## src/rtl/pixel_readout_ctrl.sv

```systemverilog
// Pixel array sequencer (ERASE/EXPOSE/CONVERT/READ) with ramp generation and a valid/ready pixel stream.
// Define PIXEL_READOUT_GRAY_EN to drive a Gray-coded ramp and decode captured words back to binary.
module pixel_readout_ctrl #(
  parameter int DATA_W     = 8,
  parameter int NUM_PIX    = 4,
  parameter int ERASE_CYC  = 5,
  parameter int EXPOSE_CYC = 255,
  parameter int READ_CYC   = 2,
  localparam int IDX_W     = (NUM_PIX > 1) ? $clog2(NUM_PIX) : 1
) (
  input  logic                        clk,
  input  logic                        reset,
  input  logic                        start_i,
  input  logic                        cont_i,
  output logic                        erase_o,
  output logic                        expose_o,
  output logic                        convert_o,
  output logic                        read_o,
  output logic [DATA_W-1:0]           ramp_data_o,
  output logic                        ramp_oe_o,
  input  logic [NUM_PIX*DATA_W-1:0]   pix_data_i,
  output logic                        out_valid_o,
  input  logic                        out_ready_i,
  output logic [DATA_W-1:0]           out_data_o,
  output logic [IDX_W-1:0]            out_idx_o,
  output logic                        frame_done_o,
  output logic                        busy_o
);

  localparam int CONV_CYC = 2 ** DATA_W;
  localparam int MAX_AB   = (ERASE_CYC > EXPOSE_CYC) ? ERASE_CYC : EXPOSE_CYC;
  localparam int MAX_CR   = (CONV_CYC > READ_CYC) ? CONV_CYC : READ_CYC;
  localparam int MAX_CYC  = (MAX_AB > MAX_CR) ? MAX_AB : MAX_CR;
  localparam int CNT_W    = $clog2(MAX_CYC + 1);

  typedef enum logic [2:0] {IDLE, ERASE, EXPOSE, CONVERT, READ, OUT} state_t;

  state_t             state_reg, state_next;
  logic [CNT_W-1:0]   cnt_reg, cnt_next;
  logic [IDX_W-1:0]   idx_reg, idx_next;
  logic               capture;
  logic [DATA_W-1:0]  cap_reg  [NUM_PIX];
  logic [DATA_W-1:0]  cap_word [NUM_PIX];
  logic [DATA_W-1:0]  cnt_low;
  logic [DATA_W-1:0]  ramp_code;

`ifdef PIXEL_READOUT_GRAY_EN
  function automatic logic [DATA_W-1:0] gray2bin(input logic [DATA_W-1:0] g);
    logic [DATA_W-1:0] b;
    b[DATA_W-1] = g[DATA_W-1];
    for (int i = DATA_W - 2; i >= 0; i--) begin
      b[i] = b[i+1] ^ g[i];
    end
    return b;
  endfunction
`endif

  // Decoding happens before the capture register so latency matches the binary build.
  generate
    for (genvar gi = 0; gi < NUM_PIX; gi++) begin : g_cap
`ifdef PIXEL_READOUT_GRAY_EN
      assign cap_word[gi] = gray2bin(pix_data_i[gi*DATA_W +: DATA_W]);
`else
      assign cap_word[gi] = pix_data_i[gi*DATA_W +: DATA_W];
`endif
    end
  endgenerate

  always_ff @(posedge clk or posedge reset) begin
    if (reset) begin
      state_reg <= IDLE;
      cnt_reg   <= '0;
      idx_reg   <= '0;
      for (int i = 0; i < NUM_PIX; i++) cap_reg[i] <= '0;
    end else begin
      state_reg <= state_next;
      cnt_reg   <= cnt_next;
      idx_reg   <= idx_next;
      if (capture) begin
        for (int i = 0; i < NUM_PIX; i++) cap_reg[i] <= cap_word[i];
      end
    end
  end

  always_comb begin
    state_next   = state_reg;
    cnt_next     = cnt_reg + 1'b1;
    idx_next     = idx_reg;
    capture      = 1'b0;
    frame_done_o = 1'b0;
    case (state_reg)
      IDLE: begin
        cnt_next = '0;
        if (start_i) state_next = ERASE;
      end
      ERASE: begin
        if (cnt_reg == CNT_W'(ERASE_CYC - 1)) begin
          state_next = EXPOSE;
          cnt_next   = '0;
        end
      end
      EXPOSE: begin
        if (cnt_reg == CNT_W'(EXPOSE_CYC - 1)) begin
          state_next = CONVERT;
          cnt_next   = '0;
        end
      end
      CONVERT: begin
        if (cnt_reg == CNT_W'(CONV_CYC - 1)) begin
          state_next = READ;
          cnt_next   = '0;
        end
      end
      READ: begin
        if (cnt_reg == CNT_W'(READ_CYC - 1)) begin
          state_next = OUT;
          cnt_next   = '0;
          idx_next   = '0;
          capture    = 1'b1;
        end
      end
      OUT: begin
        cnt_next = '0;
        if (out_ready_i) begin
          if (idx_reg == IDX_W'(NUM_PIX - 1)) begin
            frame_done_o = 1'b1;
            idx_next     = '0;
            state_next   = cont_i ? ERASE : IDLE;
          end else begin
            idx_next = idx_reg + 1'b1;
          end
        end
      end
      default: begin
        state_next = IDLE;
        cnt_next   = '0;
      end
    endcase
  end

  assign erase_o     = (state_reg == ERASE);
  assign expose_o    = (state_reg == EXPOSE);
  assign convert_o   = (state_reg == CONVERT);
  assign read_o      = (state_reg == READ);
  assign busy_o      = (state_reg != IDLE);
  assign out_valid_o = (state_reg == OUT);
  assign ramp_oe_o   = ~read_o;

  assign cnt_low = cnt_reg[DATA_W-1:0];
`ifdef PIXEL_READOUT_GRAY_EN
  assign ramp_code = cnt_low ^ (cnt_low >> 1);
`else
  assign ramp_code = cnt_low;
`endif
  assign ramp_data_o = convert_o ? ramp_code : '0;

  assign out_data_o = out_valid_o ? cap_reg[idx_reg] : '0;
  assign out_idx_o  = out_valid_o ? idx_reg : '0;

endmodule
```

## config.mk

```make
export PLATFORM = sky130hd
export DESIGN_NAME = pixel_readout_ctrl
export DESIGN_NICKNAME = d
export VERILOG_FILES = /design/src/rtl/pixel_readout_ctrl.sv
export SDC_FILE = /design/constraint.sdc
export NUM_CORES = 1
export LEC_CHECK = 0
export ABC_AREA = 1
export BUFFER_PORTS_ARGS = -buffer_cell sky130_fd_sc_hd__buf_2
export CAP_MARGIN = 30
export CORE_MARGIN = 2
export CORE_UTILIZATION = 39
export DETAILED_ROUTE_END_ITERATION = 8
export HOLD_SLACK_MARGIN = 0.06
export MAX_ROUTING_LAYER = met4
export PLACE_DENSITY = 0.64
export SKIP_CTS_REPAIR_TIMING = 1
export SYNTH_ARGS = -nofsm -noshare
export SYNTH_HDL_FRONTEND = slang
export SYNTH_SLANG_ARGS = --single-unit
```

## constraint.sdc

```tcl
create_clock -name clk -period 3.3 [get_ports clk]
set_input_delay 0.33 -clock clk [delete_from_list [all_inputs] [get_ports clk]]
set_output_delay 0.33 -clock clk [all_outputs]
set_load 0.05 [all_outputs]
```

Word-level counts from Yosys, hierarchy flattened
Cells that the tools add are included.

Bitwise gates (word level): 2. Add/subtract/negate cells: 2. Equal/unequal tests: 17. Order comparisons: 1. Reductions and logical operators: 5. Mux-type cells: 29.

Operators by type and width (count): 9-bit 2-to-1 mux (4); 9-bit one-hot mux with 4 select lines (1); 8-bit 2-to-1 mux (4); 3-bit 2-to-1 mux (7); 9-bit by 8-bit equality test with 1-bit output (second input constant) (2); 3-bit one-hot mux with 6 select lines (1); 8-bit binary-select mux with 2-bit select (1); 2-bit by 1-bit inequality test with 1-bit output (second input constant) (6); 9-bit by 1-bit adder with 9-bit output (second input constant) (1); 9-bit by 1-bit equality test with 1-bit output (second input constant) (1); 9-bit by 3-bit equality test with 1-bit output (second input constant) (1); 2-bit 2-to-1 mux (4); 7-bit AND reduction (1); 3-bit by 2-bit equality test with 1-bit output (second input constant) (2); 3-bit equality test (second input constant) (2); 1-bit 2-to-1 mux (6); 2-bit one-hot mux with 2 select lines (1); 3-bit by 1-bit equality test with 1-bit output (second input constant) (1); 3-bit >= comparator (second input constant) (1); 3-bit logical NOT (1); 2-bit NOT with 3-bit output (1); 3-bit AND reduction (1); 3-bit nonzero test (1); 2-bit by 1-bit adder with 2-bit output (second input constant) (1); 4 further kinds (4).

Bits of input ports: 37. Output and inout port bits: 26. Logic and storage cells: 63. Register bits after elaboration: 46.

Logic depth before layout (Yosys ltp)
Word-level depth: 5. Mapped depth: 12. Mapped depth without buffers: 12.

Worst setup path before layout
OpenSTA, ideal clock, no wires.

Path kind: register -> output. Start: register state_reg[1]. End: output port frame_done_o. Path buffers: 0. Arrival: 2.094 ns. Required time: 2.970 ns. Cell stages (with the launch flop): 6. Setup slack: 0.876 ns. Cells stage by stage: dfrtp_1 inv_1 nand2_2 nor2_4 inv_1 nor3_1.

Word-level cells in the longest chain between the ends: 2.

RTL lines: start, declared (line 38) `state_t state_reg, state_next;`; start signal, assigned (line 76) `state_reg <= state_next;`; 3-bit equality test; named net out_valid_o (line 22) `output logic out_valid_o,`; 1-bit 2-to-1 mux (line 91) `case (state_reg)`; end, declared (line 26) `output logic frame_done_o,`.

The timed path passes the listed nets, and every way through them passes these cells.

Final worst setup path
Start: register idx_reg[0]. End: output port out_data_o[1].

Word-level cells in the longest chain between the ends: 5.

RTL lines: start, declared (line 40) `logic [IDX_W-1:0] idx_reg, idx_next;`; start signal, assigned (line 78) `idx_reg <= idx_next;`; 2-bit NOT with 3-bit output (implied by the code) (line 157) `assign out_data_o = out_valid_o ? cap_reg[idx_reg] : '0;`; 8-bit binary-select mux with 2-bit select (line 157); 8-bit 2-to-1 mux (implied by the code) (2 in a row) (line 157); 8-bit 2-to-1 mux (line 157); end, declared (line 24) `output logic [DATA_W-1:0] out_data_o,`.

Every way passes these cells. The select of a mux whose other input is x is not followed.

==> impl_metrics.py <==
metrics = {
    "power_and_ir_drop": {
        "power.leakage_nw": 1.60,
        "powerDensity_nw_per_um2": 806,
        "power.share.sequential": 0.407,
        "power.internal_mw": 1.31,
        "power.net_switching_mw": 1.12,
        "power_frac_comb": 0.444,
        "ir_worst_vdd_mv": 0.503,
        "switching_share": 0.462,
        "clockPowerShare": 0.149,
    },
    "route": {
        "top_signal_layer_used": "met4",
        "finalWirelength_um": 6140,
        "postRouteAntennaNets": 0,
        "via_per_inst": 4.73,
        "drc": 0,
        "post_drt_wl_per_cell_um": 12.8,
        "dr_wl_met3_um": 265,
        "met1_wire_length_um": 2920,
        "drt_first_pass_iters": 4,
        "dr_vias": 2276,
        "drt_iter0_markers": 101,
        "dr_wl_met2_um": 2870,
    },
    "floorplan": {
        "fp.dieW_um": 84.8,
        "io_pins": 63,
        "initial_utilization": 0.401,
        "die_height_um": 84.8,
        "die_area_um2": 7190,
        "core_area_um2": 6350,
        "placementRows": 29,
    },
    "layout": {
        "layout.cells.most_common_list": "85 x sky130_fd_sc_hd__nand2_1, 62 x sky130_fd_sc_hd__buf_2, 49 x sky130_fd_sc_hd__nor2_1",
        "layout.cells.most_common": "sky130_fd_sc_hd__nand2_1",
        "finish.cell_count_without_fillers": 481,
        "layout-area-overhead-vs-synth_pct": 18.4,
        "insertedDiodeCount": 0,
        "max_reg_flops": 32,
        "layout.nets": 447,
        "postLayoutCoreUtil": 0.475,
        "layout-drive-gt1-share": 0.223,
    },
    "worst_hold_path": {
        "timing.hold.worst.class": "in -> reg",
        "number_of_cells_on_the_worst_hold_path": 3,
    },
    "timing": {
        "worst_pin_slew_ps": 836,
        "achievable-frequency_mhz": 396,
        "final.min_clock_period_ps": 2520,
        "slew_headroom": 0.443,
        "finalClockSkew_ps": 3.49,
        "drv_slew": 0,
        "count_of_final_setup_violators": 0,
        "hold_violations": 0,
        "unrepaired_setup_endpoints_after_global_routing": "no",
        "final.period_utilization": 0.764,
        "total_negative_setup_slack_ps": 0,
    },
    "grt": {
        "gr-total-overflow": 0,
        "globalRouteTotalUtil": 0.189,
        "initial_antenna_violation_count": 0,
        "grt_start_max_net_pins": 43,
        "grt_pass1_vias": 2340,
        "grt_pass1_wl_um": 10700,
    },
    "clock_tree": {
        "clock-root-buffer": "sky130_fd_sc_hd__clkbuf_8",
        "clock_tree_from_tritoncts": "built",
        "clk_path_buf_depth": 2,
        "cts.sink_count": 46,
        "numCtsBuffers": 5,
        "cts.htree.levels": 2,
        "cts.reportedPaths.clkPinSlew_ps": 90,
        "clk_latency_ps": 300,
    },
    "logic_synthesis": {
        "post_synthesis_net_count": 389,
        "ys_seq_elements": 46,
        "synth.yosys.seq_area_share": 0.452,
        "synth_cell_type_count": 25,
        "ys.warnings.count": 0,
        "synth_cells": 345,
        "synthesis.area_per_instance_um2": 7.38,
        "synthesis.area_um2": 2550,
    },
    "setup_path": {
        "worst-endpoint-required_ps": 2970,
        "worstSetupPathType": "reg -> out",
        "cp-start-kind": "flop",
        "data_arrival_critical_path_ps": 2190,
        "peak_fanout_along_the_critical_path": 28,
        "end_kind": "output pin",
        "ff2ff_path_depth": 11,
    },
    "placed_design": {
        "gpl.final_weighted_congestion": 0.853,
        "dp_hpwl_um": 4440,
        "place_inst": 472,
        "port_buffers": 62,
    },
    "run_status": {
        "run_status": "finished, final reports clean",
    },
    "job": {
        "max_cap_viol_count": 0,
    },
}
## Yosys cell counts, drive strengths merged
| cell | n | area share |
|---|---|---|
| nand2 | 87 | 0.13 |
| nor2 | 59 | 0.10 |
| dfrtp | 46 | 0.45 |
| inv | 38 | 0.056 |
| nand3 | 32 | 0.063 |
| a21oi | 28 | 0.055 |
| o21ai | 22 | 0.043 |
| buf | 12 | 0.026 |
| ha | 7 | 0.034 |
| clkbuf | 3 | 0.0044 |
| xor2 | 3 | 0.010 |
| and2 | 2 | 0.0059 |
| nor3 | 2 | 0.0084 |
| clkinv | 1 | 0.0015 |
| o211ai | 1 | 0.0029 |
| or2 | 1 | 0.0025 |
| xnor2 | 1 | 0.0034 |
## cell families (layout without fill, tap and decap cells)
logic type	Yosys count	in the layout	synth area share
buffers and inverters	54	113	0.0880
and+or+nand+nor	183	183	0.311
xor gates and xnor gates	4	4	0.0138
AOI/OAI and AO/OA	51	51	0.101
adders and majority gates	7	7	0.0344
DFF	46	46	0.452
## critical path, stage by stage (launching register included)
cell                      delay [ps]
sky130_fd_sc_hd__dfrtp_1         900
sky130_fd_sc_hd__inv_1           340
sky130_fd_sc_hd__o21ai_0         320
sky130_fd_sc_hd__a21oi_1         110
sky130_fd_sc_hd__buf_2           230
## cell type report
cell class,instances,area (um2)
Sequential cell,46,1150
Fill cell,670,3330
Timing Repair Buffer,66,355
Clock buffer,6,82.6
Tap cell,77,96.3
Inverter,39,146
Multi-Input combinational cell,245,1170
Clock inverter,2,12.5
## per-stage QoR
stage	hold WS, ps	setup WS (ps)	cell area [um2]	power (mW)
after global placement	451	1100	2890	2.06
after global routing	264	615	3020	2.66
final	259	778	3020	2.43
after floorplan	437	876	2550	1.85
after CTS	-57.0	775	3010	2.46
after detailed placement	273	1010	2910	2.09
## power groups by stage
stage               clock [mW]  sequential [mW]  combinational [mW]
finish                   0.363            0.989                1.08
CTS                      0.377            0.989                1.09
floorplan                    0            0.910               0.936
detailed placement           0             1.00                1.09
global placement             0            0.992                1.07
global route             0.399             1.02                1.24
## path summary, 6_finish.rpt
| check | slack (ps) | from | endpoint |
|---|---|---|---|
| max | 780 | idx_reg[0]$_DFFE_PP0P_ | out_data_o[1] |
| min | 260 | pix_data_i[30] | cap_reg[6]$_DFFE_PP0P_ |
| max reg2reg | 1030 | cnt_reg[1]$_DFF_PP0_ | idx_reg[0]$_DFFE_PP0P_ |
| min reg2reg | 470 | cap_reg[26]$_DFFE_PP0P_ | cap_reg[26]$_DFFE_PP0P_ |
| max in group asynchronous | 2330 | reset | cap_reg[3]$_DFFE_PP0P_ |
| min in group asynchronous | 490 | reset | cnt_reg[4]$_DFF_PP0_ |
## layer usage
metal	vias up	GRT usage
li1	1189	-
met1	1030	0.240
met2	49	0.310
met3	8	0.0374
met4	0	0.0491
met5	-	-
Power figures use the tool's default switching activity.
